`config.mk`:
```
export PLATFORM = sky130hd
export DESIGN_NAME = inst_encoder
export DESIGN_NICKNAME = d
export VERILOG_FILES = /design/src/rtl/inst_encoder.sv
export SDC_FILE = /design/constraint.sdc
export NUM_CORES = 1
export LEC_CHECK = 0
export BUFFER_PORTS_ARGS = -buffer_cell sky130_fd_sc_hd__buf_2
export CAP_MARGIN = 40
export CORE_AREA = 2 2 115 95
export CTS_CLUSTER_SIZE = 24
export DETAILED_ROUTE_END_ITERATION = 10
export DIE_AREA = 0 0 117 97
export PLACE_DENSITY = 0.77
export SYNTH_ARGS = -nofsm -noshare
export SYNTH_HDL_FRONTEND = slang
export SYNTH_SLANG_ARGS = --single-unit
```
`constraint.sdc`:
```
create_clock -name clk -period 2.1 [get_ports clk]
set_input_delay 0.21 -clock clk [delete_from_list [all_inputs] [get_ports clk]]
set_output_delay 0.21 -clock clk [all_outputs]
set_load 0.01 [all_outputs]
```
`src/rtl/inst_encoder.sv`:
```
// rtl/inst_encoder.sv - two-stage RV32 instruction encoder with valid/ready handshakes
//
// Purpose: accepts an instruction description (class, funct3, funct7 select,
// register indices, immediate) and emits the encoded RV32 word, or an error
// flag with a zero word when the request cannot be encoded.
//
// Ports:
//   clk, rst                 clock, synchronous active-high reset
//   req_valid / req_ready    request handshake
//   req_cls, req_funct3,
//   req_alt, req_rs1/rs2/rd,
//   req_imm                  request fields
//   inst_valid / inst_ready  output handshake
//   inst, inst_err           encoded word and error flag
//   enc_count                saturating count of good words delivered
//
// Configuration macro: INST_ENCODER_MEXT_EN enables M-extension R-type
// encodings (req_alt = 2).

module inst_encoder (
  input  logic        clk,
  input  logic        rst,
  input  logic        req_valid,
  output logic        req_ready,
  input  logic [3:0]  req_cls,
  input  logic [2:0]  req_funct3,
  input  logic [1:0]  req_alt,
  input  logic [4:0]  req_rs1,
  input  logic [4:0]  req_rs2,
  input  logic [4:0]  req_rd,
  input  logic [31:0] req_imm,
  output logic        inst_valid,
  input  logic        inst_ready,
  output logic [31:0] inst,
  output logic        inst_err,
  output logic [15:0] enc_count
);

`ifdef INST_ENCODER_MEXT_EN
  localparam bit MEXT = 1'b1;
`else
  localparam bit MEXT = 1'b0;
`endif

  // S1: registered request
  logic        s1_full_q, s1_full_d;
  logic [3:0]  s1_cls_q, s1_cls_d;
  logic [2:0]  s1_f3_q, s1_f3_d;
  logic [1:0]  s1_alt_q, s1_alt_d;
  logic [4:0]  s1_rs1_q, s1_rs1_d;
  logic [4:0]  s1_rs2_q, s1_rs2_d;
  logic [4:0]  s1_rd_q, s1_rd_d;
  logic [31:0] s1_imm_q, s1_imm_d;
  // S2: registered result
  logic        s2_full_q, s2_full_d;
  logic [31:0] s2_inst_q, s2_inst_d;
  logic        s2_err_q, s2_err_d;
  logic [15:0] cnt_q, cnt_d;

  logic        s1_adv;
  logic        accept;
  logic [31:0] enc_word;
  logic        enc_err;
  logic [6:0]  f7;
  logic        imm12_ok, imm13_ok, imm21_ok;

  // Encoder: combinational from S1 contents
  always_comb begin
    enc_word = 32'h0;
    enc_err  = 1'b0;
    f7       = 7'h00;
    // Signed-range checks: all bits above the sign bit must match it
    imm12_ok = (&s1_imm_q[31:11]) | ~(|s1_imm_q[31:11]);
    imm13_ok = (&s1_imm_q[31:12]) | ~(|s1_imm_q[31:12]);
    imm21_ok = (&s1_imm_q[31:20]) | ~(|s1_imm_q[31:20]);
    case (s1_cls_q)
      4'd0: begin
        case (s1_alt_q)
          2'd0: f7 = 7'h00;
          2'd1: begin
            f7 = 7'h20;
            if (s1_f3_q != 3'd0 && s1_f3_q != 3'd5) enc_err = 1'b1;
          end
          2'd2: begin
            f7 = 7'h01;
            if (!MEXT) enc_err = 1'b1;
          end
          default: enc_err = 1'b1;
        endcase
        enc_word = {f7, s1_rs2_q, s1_rs1_q, s1_f3_q, s1_rd_q, 7'h33};
      end
      4'd1: begin
        if (s1_f3_q == 3'd1 || s1_f3_q == 3'd5) begin
          // Shifts: shamt from imm[4:0]; alt=1 selects SRAI, only on funct3 5
          if (s1_imm_q[31:5] != 27'd0) enc_err = 1'b1;
          if (s1_alt_q[1] || (s1_alt_q[0] && s1_f3_q == 3'd1)) enc_err = 1'b1;
          f7 = s1_alt_q[0] ? 7'h20 : 7'h00;
          enc_word = {f7, s1_imm_q[4:0], s1_rs1_q, s1_f3_q, s1_rd_q, 7'h13};
        end else begin
          if (!imm12_ok) enc_err = 1'b1;
          enc_word = {s1_imm_q[11:0], s1_rs1_q, s1_f3_q, s1_rd_q, 7'h13};
        end
      end
      4'd2: begin
        if (s1_f3_q == 3'd3 || s1_f3_q == 3'd6 || s1_f3_q == 3'd7 || !imm12_ok) enc_err = 1'b1;
        enc_word = {s1_imm_q[11:0], s1_rs1_q, s1_f3_q, s1_rd_q, 7'h03};
      end
      4'd3: begin
        if (s1_f3_q > 3'd2 || !imm12_ok) enc_err = 1'b1;
        enc_word = {s1_imm_q[11:5], s1_rs2_q, s1_rs1_q, s1_f3_q, s1_imm_q[4:0], 7'h23};
      end
      4'd4: begin
        if (s1_f3_q == 3'd2 || s1_f3_q == 3'd3 || !imm13_ok || s1_imm_q[0]) enc_err = 1'b1;
        enc_word = {s1_imm_q[12], s1_imm_q[10:5], s1_rs2_q, s1_rs1_q, s1_f3_q,
                    s1_imm_q[4:1], s1_imm_q[11], 7'h63};
      end
      4'd5, 4'd6: begin
        if (s1_imm_q[11:0] != 12'd0) enc_err = 1'b1;
        enc_word = {s1_imm_q[31:12], s1_rd_q, (s1_cls_q == 4'd5) ? 7'h37 : 7'h17};
      end
      4'd7: begin
        if (!imm21_ok || s1_imm_q[0]) enc_err = 1'b1;
        enc_word = {s1_imm_q[20], s1_imm_q[10:1], s1_imm_q[11], s1_imm_q[19:12],
                    s1_rd_q, 7'h6F};
      end
      4'd8: begin
        if (s1_f3_q != 3'd0 || !imm12_ok) enc_err = 1'b1;
        enc_word = {s1_imm_q[11:0], s1_rs1_q, 3'd0, s1_rd_q, 7'h67};
      end
      4'd9: begin
        if (s1_f3_q == 3'd0) begin
          // ECALL / EBREAK / MRET: register fields forced to zero
          if (s1_imm_q != 32'h000 && s1_imm_q != 32'h001 && s1_imm_q != 32'h302) enc_err = 1'b1;
          enc_word = {s1_imm_q[11:0], 20'h00073};
        end else if (s1_f3_q == 3'd4) begin
          enc_err = 1'b1;
        end else begin
          if (s1_imm_q[31:12] != 20'd0) enc_err = 1'b1;
          enc_word = {s1_imm_q[11:0], s1_rs1_q, s1_f3_q, s1_rd_q, 7'h73};
        end
      end
      default: enc_err = 1'b1;
    endcase
    // Any funct7=0000001 request is rejected when M is not built in
    if (!MEXT && s1_alt_q == 2'd2) enc_err = 1'b1;
    if (enc_err) enc_word = 32'h0;
  end

  // Handshake and next-state
  always_comb begin
    s1_adv    = !s2_full_q || inst_ready;
    req_ready = !rst && (!s1_full_q || s1_adv);
    accept    = req_valid && req_ready;

    s1_cls_d  = s1_cls_q;
    s1_f3_d   = s1_f3_q;
    s1_alt_d  = s1_alt_q;
    s1_rs1_d  = s1_rs1_q;
    s1_rs2_d  = s1_rs2_q;
    s1_rd_d   = s1_rd_q;
    s1_imm_d  = s1_imm_q;
    s1_full_d = s1_full_q;
    s2_full_d = s2_full_q;
    s2_inst_d = s2_inst_q;
    s2_err_d  = s2_err_q;
    cnt_d     = cnt_q;

    // S1 drains into S2 and refills from the request port in the same cycle
    if (s1_adv) begin
      s2_full_d = s1_full_q;
      s2_inst_d = s1_full_q ? enc_word : 32'h0;
      s2_err_d  = s1_full_q & enc_err;
      s1_full_d = 1'b0;
    end
    if (accept) begin
      s1_full_d = 1'b1;
      s1_cls_d  = req_cls;
      s1_f3_d   = req_funct3;
      s1_alt_d  = req_alt;
      s1_rs1_d  = req_rs1;
      s1_rs2_d  = req_rs2;
      s1_rd_d   = req_rd;
      s1_imm_d  = req_imm;
    end
    if (s2_full_q && inst_ready && !s2_err_q && cnt_q != 16'hFFFF) cnt_d = cnt_q + 16'd1;
  end

  always_ff @(posedge clk) begin
    if (rst) begin
      s1_full_q <= 1'b0;
      s1_cls_q  <= 4'd0;
      s1_f3_q   <= 3'd0;
      s1_alt_q  <= 2'd0;
      s1_rs1_q  <= 5'd0;
      s1_rs2_q  <= 5'd0;
      s1_rd_q   <= 5'd0;
      s1_imm_q  <= 32'd0;
      s2_full_q <= 1'b0;
      s2_inst_q <= 32'd0;
      s2_err_q  <= 1'b0;
      cnt_q     <= 16'd0;
    end else begin
      s1_full_q <= s1_full_d;
      s1_cls_q  <= s1_cls_d;
      s1_f3_q   <= s1_f3_d;
      s1_alt_q  <= s1_alt_d;
      s1_rs1_q  <= s1_rs1_d;
      s1_rs2_q  <= s1_rs2_d;
      s1_rd_q   <= s1_rd_d;
      s1_imm_q  <= s1_imm_d;
      s2_full_q <= s2_full_d;
      s2_inst_q <= s2_inst_d;
      s2_err_q  <= s2_err_d;
      cnt_q     <= cnt_d;
    end
  end

  assign inst_valid = s2_full_q;
  assign inst       = s2_inst_q;
  assign inst_err   = s2_err_q;
  assign enc_count  = cnt_q;

endmodule
```
==> results.py <==
metrics = {
    "cts": {
        "clkTransAtPathRegs_ps": 70,
        "cts_buffer_depth": 2,
        "root_buffer": "clkbuf_16",
        "clock_sinks": 106,
        "numCtsBuffers": 9,
        "cts_max_level": 3,
        "cts_tree": "built",
        "clk_latency_ps": 350,
        "ctsHoldBuffers": 0,
    },
    "hold_path": {
        "hp-class": "in2reg",
        "worstHoldPathCells": 3,
    },
    "place": {
        "dp_cells": 874,
        "place.gp.congestion": 0.949,
        "port_buffers": 110,
        "dp.final_hpwl_mm": 11.4,
        "post_dp_cell_area_mm2": 0.00610,
    },
    "timing": {
        "skew_ps": 11.6,
        "rsz0062_at_grt": "true",
        "worstMarginPinSlew_ps": 793,
        "finalCritPeriodShare_pct": 112,
        "fmaxAchievable_mhz": 426,
        "setup_violations": 32,
        "slew_viol_final": 0,
        "hold_slack_ps": 36.2,
        "finalHoldViolCount": 0,
        "fin_ws_ps": -249,
        "finalCriticalPeriod_ps": 2350,
        "slew_headroom_pct": 47.2,
    },
    "pwr": {
        "power.leakage_nw": 3.05,
        "ir_drop_uv": 509,
        "power_density_mw_per_mm2": 726,
        "power_mw": 4.70,
    },
    "layout": {
        "fill_cells": 846,
        "most-common-layout-cells": "nand2_1, buf_2, dfxtp_1",
        "fin_cells": 891,
        "area_delta_synth_final_pct": 32.3,
        "final_area_mm2": 0.00647,
        "layout-drive-gt1-share_pct": 32.0,
        "final_util_pct": 64.0,
        "layout_commonest_cell": "nand2_1",
        "nets": 807,
    },
    "routing": {
        "routed_wl_mm": 15.5,
        "vias_per_cell": 5.63,
        "drt-initial-drc-count": 438,
        "dr.pass1.iters": 7,
        "drc": 0,
        "wire_per_inst_um": 17.4,
        "vias": 5014,
        "drtAntennaViolNets": 0,
    },
    "floorplan": {
        "start_util_pct": 48.4,
        "dieArea_mm2": 0.0113,
        "io_pins": 111,
        "rows": 33,
        "coreArea_mm2": 0.0101,
        "die_x_um": 117,
        "die_y_um": 97,
    },
    "critical_path": {
        "crit_fanout": 14,
        "cp_data_arrival_time_ps": 2640,
        "worstSetupEndpointType": "flop",
        "path_class": "reg2reg",
        "worstPathRequired_ps": 2390,
        "start_kind": "flop",
        "ff2ff_path_depth": 8,
    },
    "yosys": {
        "yosysWarningCount": 0,
        "netlist_area_mm2": 0.00489,
        "syn_nets": 643,
        "synth_cells": 582,
        "ys_types": 55,
        "async_flop_share_pct": 0,
        "ys_ff_latch": 106,
        "synth_flop_cell": "dfxtp_1",
        "seq_area_frac_synth_pct": 43.4,
        "synth_edf_count": 0,
        "syn_avg_cell_area_um2": 8.41,
    },
    "global_routing": {
        "grt_first_pass_wirelength_mm": 24.5,
        "grt_max_degree": 52,
        "grt_pass1_vias": 4881,
        "gr-total-overflow": 0,
        "global_route.usage.total_pct": 27.5,
        "antenna_found_initial": 1,
    },
    "flow_run": {
        "cap_violations": 0,
    },
    "status": {
        "violations": "setup timing",
        "status": "finished, violations left",
    },
}
==> flip-flops by register name (all words and copies together) (netlist names), 2 cells and up <==
signal and cells:
s1_imm_q 32, s1_cls_q 4, s1_rd_q 5, s1_alt_q 2, s1_rs2_q 5, enc_count 16, s1_rs1_q 5, inst 31
s1_f3_q 3
==> final timing paths <==
| kind | from | to | slack (ps) |
|---|---|---|---|
| max reg2reg | s1_imm_q[2] | inst[3] | -250 |
| min | req_rs1[2] | s1_rs1_q[2] | 40 |
| min reg2reg | inst[3] | inst[3] | 470 |
| max | s1_imm_q[2] | inst[3] | -250 |
==> synth_stat cells (5+ instances only) <==
library cell / count / area, µm²
nor2b_1: 7 / 43.8
o21ai_0: 22 / 110
nand4_1: 9 / 56.3
dfxtp_1: 106 / 2120
nand3b_1: 51 / 383
a222oi_1: 5 / 50.1
xor2_1: 13 / 114
nand3_1: 9 / 45.0
nor3_1: 7 / 35.0
nor2_1: 36 / 135
clkbuf_1: 35 / 131
a22o_2: 6 / 60.1
a22o_1: 34 / 298
o31ai_1: 12 / 90.1
nor4_1: 5 / 31.3
a21oi_1: 10 / 50.1
inv_1: 8 / 30.0
nand2_1: 142 / 533
==> worst max-delay path, cell delays in order (launching register included) <==
cell and delay [ps]:
dfxtp_1 310, or4_4 530, a2111oi_0 400, nor3_1 130
o21bai_2 250, nand4_4 170, nor2_8 180, buf_12 150
a32o_1 150
==> metrics by stage <==
step	setup slack [ps]	TNS [ps]
2_1_floorplan	-157	-3410
3_3_place_gp	-169	-4230
3_5_place_dp	-289	-7160
4_1_cts	-234	-6010
5_1_grt	-342	-9300
6_report	-249	-6530
==> layer usage <==
layer / GRT usage, % / vias to the layer above / wire (µm) / share of wire [%]
li1: - / 2389 / - / -
met1: 36.9 / 2392 / 6650 / 43
met2: 44.2 / 210 / 7430 / 48
met3: 5.89 / 23 / 1170 / 7.5
met4: 8.14 / 0 / 267 / 1.7
met5: 0 / - / 0 / 0
==> cells by family after synthesis <==
logic type | after synthesis | share of synthesized area [%]
simple gates | 290 | 30.2
fa+ha+maj | 1 | 0.256
buf+inv | 48 | 4.06
compound gates | 115 | 18.0
xor+xnor | 17 | 3.04
flops | 106 | 43.4
mux | 5 | 1.05
==> timing repair <==
action,CTS,global route
resized for setup,6,11
pin swaps,0,3
setup buffers,0,1
setup endpoints to repair,33,34
==> cell type report <==
| cell class | instances | area, µm² | area share, % |
|---|---|---|---|
| Antenna cell | 1 | 2.50 | 0.0386 |
| Timing Repair Buffer | 193 | 1200 | 18.6 |
| Sequential cell | 106 | 2120 | 32.8 |
| Clock buffer | 11 | 243 | 3.75 |
| Multi-Input combinational cell | 428 | 2650 | 40.9 |
| Tap cell | 140 | 175 | 2.71 |
| Inverter | 8 | 30.0 | 0.464 |
| Clock inverter | 4 | 51.3 | 0.792 |
==> where the power goes <==
group / switching [mW] / internal, mW / leakage (nW) / total [mW]
Clock: 0.746 / 0.953 / 0.142 / 1.70
Sequential: 0.0790 / 2.10 / 0.867 / 2.18
Combinational: 0.439 / 0.380 / 2.04 / 0.820
Total: 1.26 / 3.44 / 3.05 / 4.70
No activity file was read; power rests on OpenSTA's default activity.
